`src/rtl/ser_gpo_tx.sv`:
```
// ser_gpo_tx: serialises a parallel word MSB first onto a shift clock/data pair, then strobes an active-low latch.
module ser_gpo_tx #(
    parameter int WIDTH    = 8,
    parameter int SCK_HALF = 1
) (
    input  logic             serclk,
    input  logic             reset_n,
    input  logic [WIDTH-1:0] p_in,
    input  logic             p_valid,
    output logic             p_ready,
    output logic             ser_clk_out,
    output logic             ser_data_out,
    output logic             ser_load_out_n,
    output logic             busy,
    output logic             done
);
    localparam int TW = $clog2(SCK_HALF + 1);
    localparam int CW = $clog2(WIDTH);
    typedef enum logic [1:0] {IDLE, SHIFT, LATCH} state_t;
    state_t state, state_nxt;
    logic [WIDTH-1:0] sr;
    logic [CW-1:0] cnt;
    logic [TW-1:0] timer;
    logic phase, done_r, half_end, bit_end, accept;
    assign half_end = timer == TW'(SCK_HALF - 1);
    assign bit_end = state == SHIFT && half_end && phase;
    assign accept = state == IDLE && p_valid;
    // phase selects the low (0) or high (1) half of the current bit
    always_ff @(posedge serclk) begin
        if (!reset_n) begin
            state  <= IDLE;
            sr     <= '0;
            cnt    <= '0;
            timer  <= '0;
            phase  <= 1'b0;
            done_r <= 1'b0;
        end else begin
            state  <= state_nxt;
            done_r <= state == LATCH && half_end;
            timer  <= (state == IDLE || half_end) ? '0 : timer + 1'b1;
            phase  <= state == SHIFT && (phase ^ half_end);
            if (accept) begin
                sr  <= p_in;
                cnt <= CW'(WIDTH - 1);
            end else if (bit_end) begin
                sr  <= {sr[WIDTH-2:0], 1'b0};
                cnt <= cnt - 1'b1;
            end
        end
    end
    always_comb begin
        state_nxt = IDLE;
        case (state)
            IDLE:    state_nxt = p_valid ? SHIFT : IDLE;
            SHIFT:   state_nxt = (bit_end && cnt == '0) ? LATCH : SHIFT;
            LATCH:   state_nxt = half_end ? IDLE : LATCH;
            default: state_nxt = IDLE;
        endcase
    end
    always_comb begin
        p_ready        = state == IDLE;
        busy           = state != IDLE;
        ser_clk_out    = state == SHIFT && phase;
        ser_data_out   = state == SHIFT && sr[WIDTH-1];
        ser_load_out_n = state != LATCH;
        done           = done_r;
    end
endmodule
```
`config.mk`:
```
export PLATFORM = sky130hd
export DESIGN_NAME = ser_gpo_tx
export DESIGN_NICKNAME = d
export VERILOG_FILES = /design/src/rtl/ser_gpo_tx.sv
export SDC_FILE = /design/constraint.sdc
export NUM_CORES = 1
export LEC_CHECK = 0
export CAP_MARGIN = 20
export CORE_ASPECT_RATIO = 0.8
export CORE_MARGIN = 2
export CORE_UTILIZATION = 26
export CTS_BUF_LIST = sky130_fd_sc_hd__clkbuf_16
export DETAILED_ROUTE_END_ITERATION = 8
export PLACE_DENSITY_LB_ADDON = 0.12
export SYNTH_ARGS = -nofsm -noshare
export SYNTH_HDL_FRONTEND = slang
export SYNTH_SLANG_ARGS = --single-unit
```
`constraint.sdc`:
```
create_clock -name serclk -period 3.5 [get_ports serclk]
set_input_delay 0.525 -clock serclk [delete_from_list [all_inputs] [get_ports serclk]]
set_output_delay 0.525 -clock serclk [all_outputs]
set_load 0.005 [all_outputs]
```
==> results.cfg, run 1 <==
[outcome]
status = finished clean

[clocking]
numCtsBuffers = 3
cts_tree = done
postCtsSetupBuffers = 0
root_buffer = clkbuf_16
cts_hold_buf = 0
h-tree-depth = 1
clkTransAtPathRegs_ns = 0.05
cts-resized-gates = 0
clock_sinks = 16
clk_path_buf_depth = 2
clk_latency_ns = 0.25

[sta]
setup_viol = 0
max_freq_mhz = 482.5
skew_ns = 0.001475
hold_violations = 0
finalSetupTns_ns = 0
worst_slew_pin_slew_ns = 0.5626
setup_slack_ns = 1.427
period_share = 0.5922
drv_slew = 0
relSlewSlack = 0.6228
rsz0062_at_grt = no
timing.final.crit_period_ns = 2.073

[synthesis]
ys.flop_type = dfxtp_1
synth_nets = 89
synth_top_cell_area_share = 0.4406
synth_top_cells_by_area = dfxtp_1 (44%), nand3_1 (5.5%), a22oi_1 (5.2%)
synth_cell_types = 30
synth_cells = 76
synth_edf_count = 0
synthTopCellsByCount = dfxtp_1 (16), nand3_1 (8), a21oi_1 (7), a22oi_1 (5), nand2_1 (5)
netlist_area_sq_um = 726.9
avgSynthCellArea_sq_um = 9.565
async_flop_share = 0
synth_top_cell_by_area = dfxtp_1
yosysMostFrequentCell = dfxtp_1
ys_ff_latch = 16
synth_warnings = 0
ys_seq_area_frac = 0.4406

[grt]
overflow = 0
antenna_found_initial = 0
grt_pass1_vias = 555
track_usage = 0.1062
grt_start_max_net_pins = 14
grt_pass1_wl_um = 2456

[critical_path]
endpoint_kind = primary output
max_stage_delay_ns = 0.49
crit_fanout = 8
start_kind = register
cp.arrival_ns = 1.55
slowest_stage = clkdlybuf4s50_1
critical_path_class = register to primary output
cp.required_ns = 2.97
crit_chain = nor2b_1 -> and2_1 -> clkdlybuf4s50_1

[route]
ant_nets = 0
viasPerCell = 4.623
drt-initial-drc-count = 10
wl_um = 1547
vias = 601
drt_first_pass_iters = 4
drc_errors = 0
post_drt_wl_per_cell_um = 11.90

[die]
io_pins = 17
fp.dieH_um = 51.30
fp-row-count = 17
dieArea_sq_um = 3238
chipWidth_um = 63.12
core_sq_um = 2701
start_util = 0.2691

[min_path]
hp-class = register to register

[placed_design]
hpwl_um = 1136
numPortBuffers = 16
gp_congestion = 0.7156
place_ws_ns = 1.473

[final_layout]
diodes = 0
drive_above_1_share = 0.07609
fin_nets = 107
layout-area-overhead-vs-synth_pct = 35.97

[power]
p_per_area_nw_per_um2 = 492.3
ir_worst_vdd_mv = 0.1850
leakage_nw = 0.3850

[run]
max-cap-violations = 0
stage by stage:
| stage | hold WS [ns] | cell area (sq um) | cells | power, mW | utilization |
|---|---|---|---|---|---|
| after global placement | 0.4529 | 913.4 | 127 | 0.2728 | 0.3381 |
| final | 0.4620 | 988.4 | 130 | 0.4866 | 0.3659 |
| after detailed placement | 0.4571 | 913.4 | 127 | 0.2728 | 0.3381 |
| after floorplan | 0.4322 | 726.9 | 76 | 0.2459 | - |
| after CTS | 0.4672 | 988.4 | 130 | 0.4958 | 0.3659 |
| after global routing | 0.4847 | 988.4 | 130 | 0.5098 | 0.3659 |
cells by family after synthesis:
family / after synthesis / share of synthesized area
other cells: 1 / 0.005159
fa+ha+maj: 2 / 0.03442
flops: 16 / 0.4406
compound gates: 20 / 0.1979
buf+inv: 8 / 0.06024
mux: 1 / 0.01549
simple gates: 26 / 0.2220
xor+xnor: 2 / 0.02410
worst max-delay path, delay by kind of cell (launching register included):
kind | cells | cell delay, ns
simple gates | 2 | 0.38
buf+inv | 1 | 0.49
flops | 1 | 0.43
power breakdown:
part	leakage, nW	internal [mW]	total, mW	switching (mW)
clock network	0.0370	0.150	0.218	0.0685
logic	0.216	0.0355	0.0620	0.0265
registers	0.132	0.196	0.206	0.00994
path summary, 6_finish.rpt:
path                             from                   to  slack (ns)  cells past startpoint
setup / recovery  state[0]$_SDFF_PN0_          ser_clk_out        1.43                      3
hold / removal     sr[7]$_SDFFE_PN0P_   sr[7]$_SDFFE_PN0P_        0.46                      1
hold reg to reg    sr[7]$_SDFFE_PN0P_   sr[7]$_SDFFE_PN0P_        0.46                      1
setup reg to reg  state[1]$_SDFF_PN0_  cnt[2]$_SDFFE_PN0P_        1.75                      3
sequential cells by signal (all words and copies together), names as in the netlist:
signal / cells
state: 2
cnt: 3
sr: 8
timer: 1
done: 1
phase: 1
per-layer routing:
layer  vias up  GRT usage  part of all wire
li1        307          -                 -
met1       280     0.1206              0.51
met2        12     0.1613              0.42
met3         2    0.05727             0.058
met4         0    0.05556             0.012
met5         -          0                 0
area by class of cell:
| class | instances | area [sq um] |
|---|---|---|
| well taps | 38 | 47.55 |
| repair buffers | 17 | 167.7 |
| flip-flops and latches | 16 | 320.3 |
| clock buffers | 3 | 75.07 |
| fillers | 291 | 1713 |
| inverters | 4 | 15.01 |
| multi-input cells | 52 | 362.8 |
layout by cell type, fill, tap and decap left out:
cell and n:
a21oi_1 7, a22oi_1 5, and2_1 3, buf_4 1
clkbuf_16 3, clkdlybuf4s50_1 16, clkinv_1 1, conb_1 1
dfxtp_1 16, ha_1 2, inv_1 3, mux2_1 1
nand2_1 5, nand3_1 8, nand4bb_1 1, nor2_1 1
nor2b_1 1, nor3_1 1, nor3b_2 2, nor4bb_1 1
o211a_1 2, o21a_1 2, o21ai_0 1, o221a_1 2
o311ai_0 1, or2_2 1, or2b_1 1, or3b_1 1
xnor2_1 1, xor2_1 1
Power figures use the tool's default switching activity.
==> run 2, diff against run 1 <==
Clock period 3.5 ns to 1.97 ns, I/O delays scaled along.
==> run 2 against run 1 <==
Clock skew down 0.00053 ns. Critical path depth unchanged. Hold slack improved by 0.011 ns. Final cell count increased by 3.1%. Via count grew 0.33%. Critical path type unchanged. Largest cell class unchanged.
==> results.cfg, run 2 (synthesis gave the netlist of run 1 again) <==
[sta]
setup_viol = 0
skew_ns = 0.0009428
drv_slew = 0
finalSetupTns_ns = 0
hold_violations = 0
period_share = 0.9310
rsz0062_at_grt = no
timing.final.crit_period_ns = 1.834
holdWs_ns = 0.4733
max_freq_mhz = 545.3

[route]
viasPerCell = 4.500
post_drt_wl_per_cell_um = 11.92
wl_um = 1597
drt_first_pass_iters = 4
vias = 603
drt-initial-drc-count = 16
ant_nets = 0
drc_errors = 0

[power]
p_per_area_nw_per_um2 = 852.3
ir_worst_vdd_mv = 0.3568
power_frac_seq = 0.423
p_int_uw = 683.4
p_clk_frac = 0.441
p_switching_uw = 184.6
leakage_nw = 0.4038
p_comb_frac = 0.135
p_sw_frac = 0.2127

[final_layout]
fin_nets = 111
diodes = 0
drive_above_1_share = 0.1146
layout-area-overhead-vs-synth_pct = 40.10
final_design_area_no_fill_sq_um = 1018
reg.largest.list = sr x8, cnt x3, state x2
layout_common_cells = dfxtp_1 (16), clkdlybuf4s50_1 (16), nand3_1 (8), a21oi_1 (7)
largest_register_ffs = 8
top_register = sr

[critical_path]
crit_fanout = 8
endpoint_kind = primary output
worst-r2r-cell-count = 3
cp.arrival_ns = 1.54
cp.required_ns = 1.67
start_kind = register
critical_path_class = register to primary output

[outcome]
status = finished clean

[clocking]
clk_latency_ns = 0.24
cts-resized-gates = 0
postCtsSetupBuffers = 0
h-tree-depth = 1
numCtsBuffers = 3
cts_tree = done
root_buffer = clkbuf_16
clock_sinks = 16
clkTransAtPathRegs_ns = 0.05
clk_path_buf_depth = 2
cts_hold_buf = 0

[grt]
track_usage = 0.1105
overflow = 0
grt_pass1_vias = 522
grt_start_max_net_pins = 13
antenna_found_initial = 0
grt_pass1_wl_um = 2573

[placed_design]
numPortBuffers = 16
place_area_sq_um = 943.4
hpwl_um = 1138
gp_congestion = 0.6844

[die]
start_util = 0.2691
dieArea_sq_um = 3238
fp-row-count = 17
core_sq_um = 2701
chipWidth_um = 63.12
io_pins = 17
fp.dieH_um = 51.30

[run]
max-cap-violations = 0

[min_path]
hp-class = register to register
hold_depth = 2
==> run 2: cell types whose count changed in the layout (fill, tap and decap cells not counted), sizes merged <==
cell	delta
buf	+4
==> run 2: final timing paths <==
path | slack [ns] | end | start
max | 0.14 | ser_clk_out | state[0]$_SDFF_PN0_
max reg2reg | 0.57 | sr[7]$_SDFFE_PN0P_ | state[0]$_SDFF_PN0_
min reg2reg | 0.47 | sr[6]$_SDFFE_PN0P_ | sr[6]$_SDFFE_PN0P_
min | 0.47 | sr[6]$_SDFFE_PN0P_ | sr[6]$_SDFFE_PN0P_
==> run 2: layout make-up <==
class                   instances  area, sq um
repair buffers                 21        197.7
clock buffers                   3        75.07
inverters                       4        15.01
fillers                       288         1683
multi-input cells              52        362.8
well taps                      38        47.55
flip-flops and latches         16        320.3
==> run 2: critical path: stages (launching register included) <==
cell             delay [ns]
dfxtp_1                0.43
nor2b_1                0.23
and2_1                 0.15
clkdlybuf4s50_1        0.49
==> run 2: power groups by stage <==
stage / combinational, mW / sequential, mW / clock (mW)
floorplan: 0.0685 / 0.368 / 0
detailed placement: 0.118 / 0.373 / 0
global route: 0.132 / 0.369 / 0.406
CTS: 0.119 / 0.367 / 0.393
global placement: 0.116 / 0.374 / 0
finish: 0.117 / 0.367 / 0.383
==> run 2: stage by stage <==
stage | instances | util | setup WS, ns | total power [mW]
global placement | 131 | 0.3492 | 0.2194 | 0.4902
finish | 134 | 0.3770 | 0.1360 | 0.8681
CTS | 134 | 0.3770 | 0.1293 | 0.8783
detailed placement | 131 | 0.3492 | 0.1973 | 0.4907
global route | 134 | 0.3770 | 0.03565 | 0.9071
floorplan | 76 | - | 0.6957 | 0.4369
==> run 2: layer usage <==
metal,GRT usage,wire length [um],vias up
li1,-,-,312
met1,0.1486,814,276
met2,0.1436,655,13
met3,0.05947,112,2
met4,0.04444,14,0
met5,0,0,-
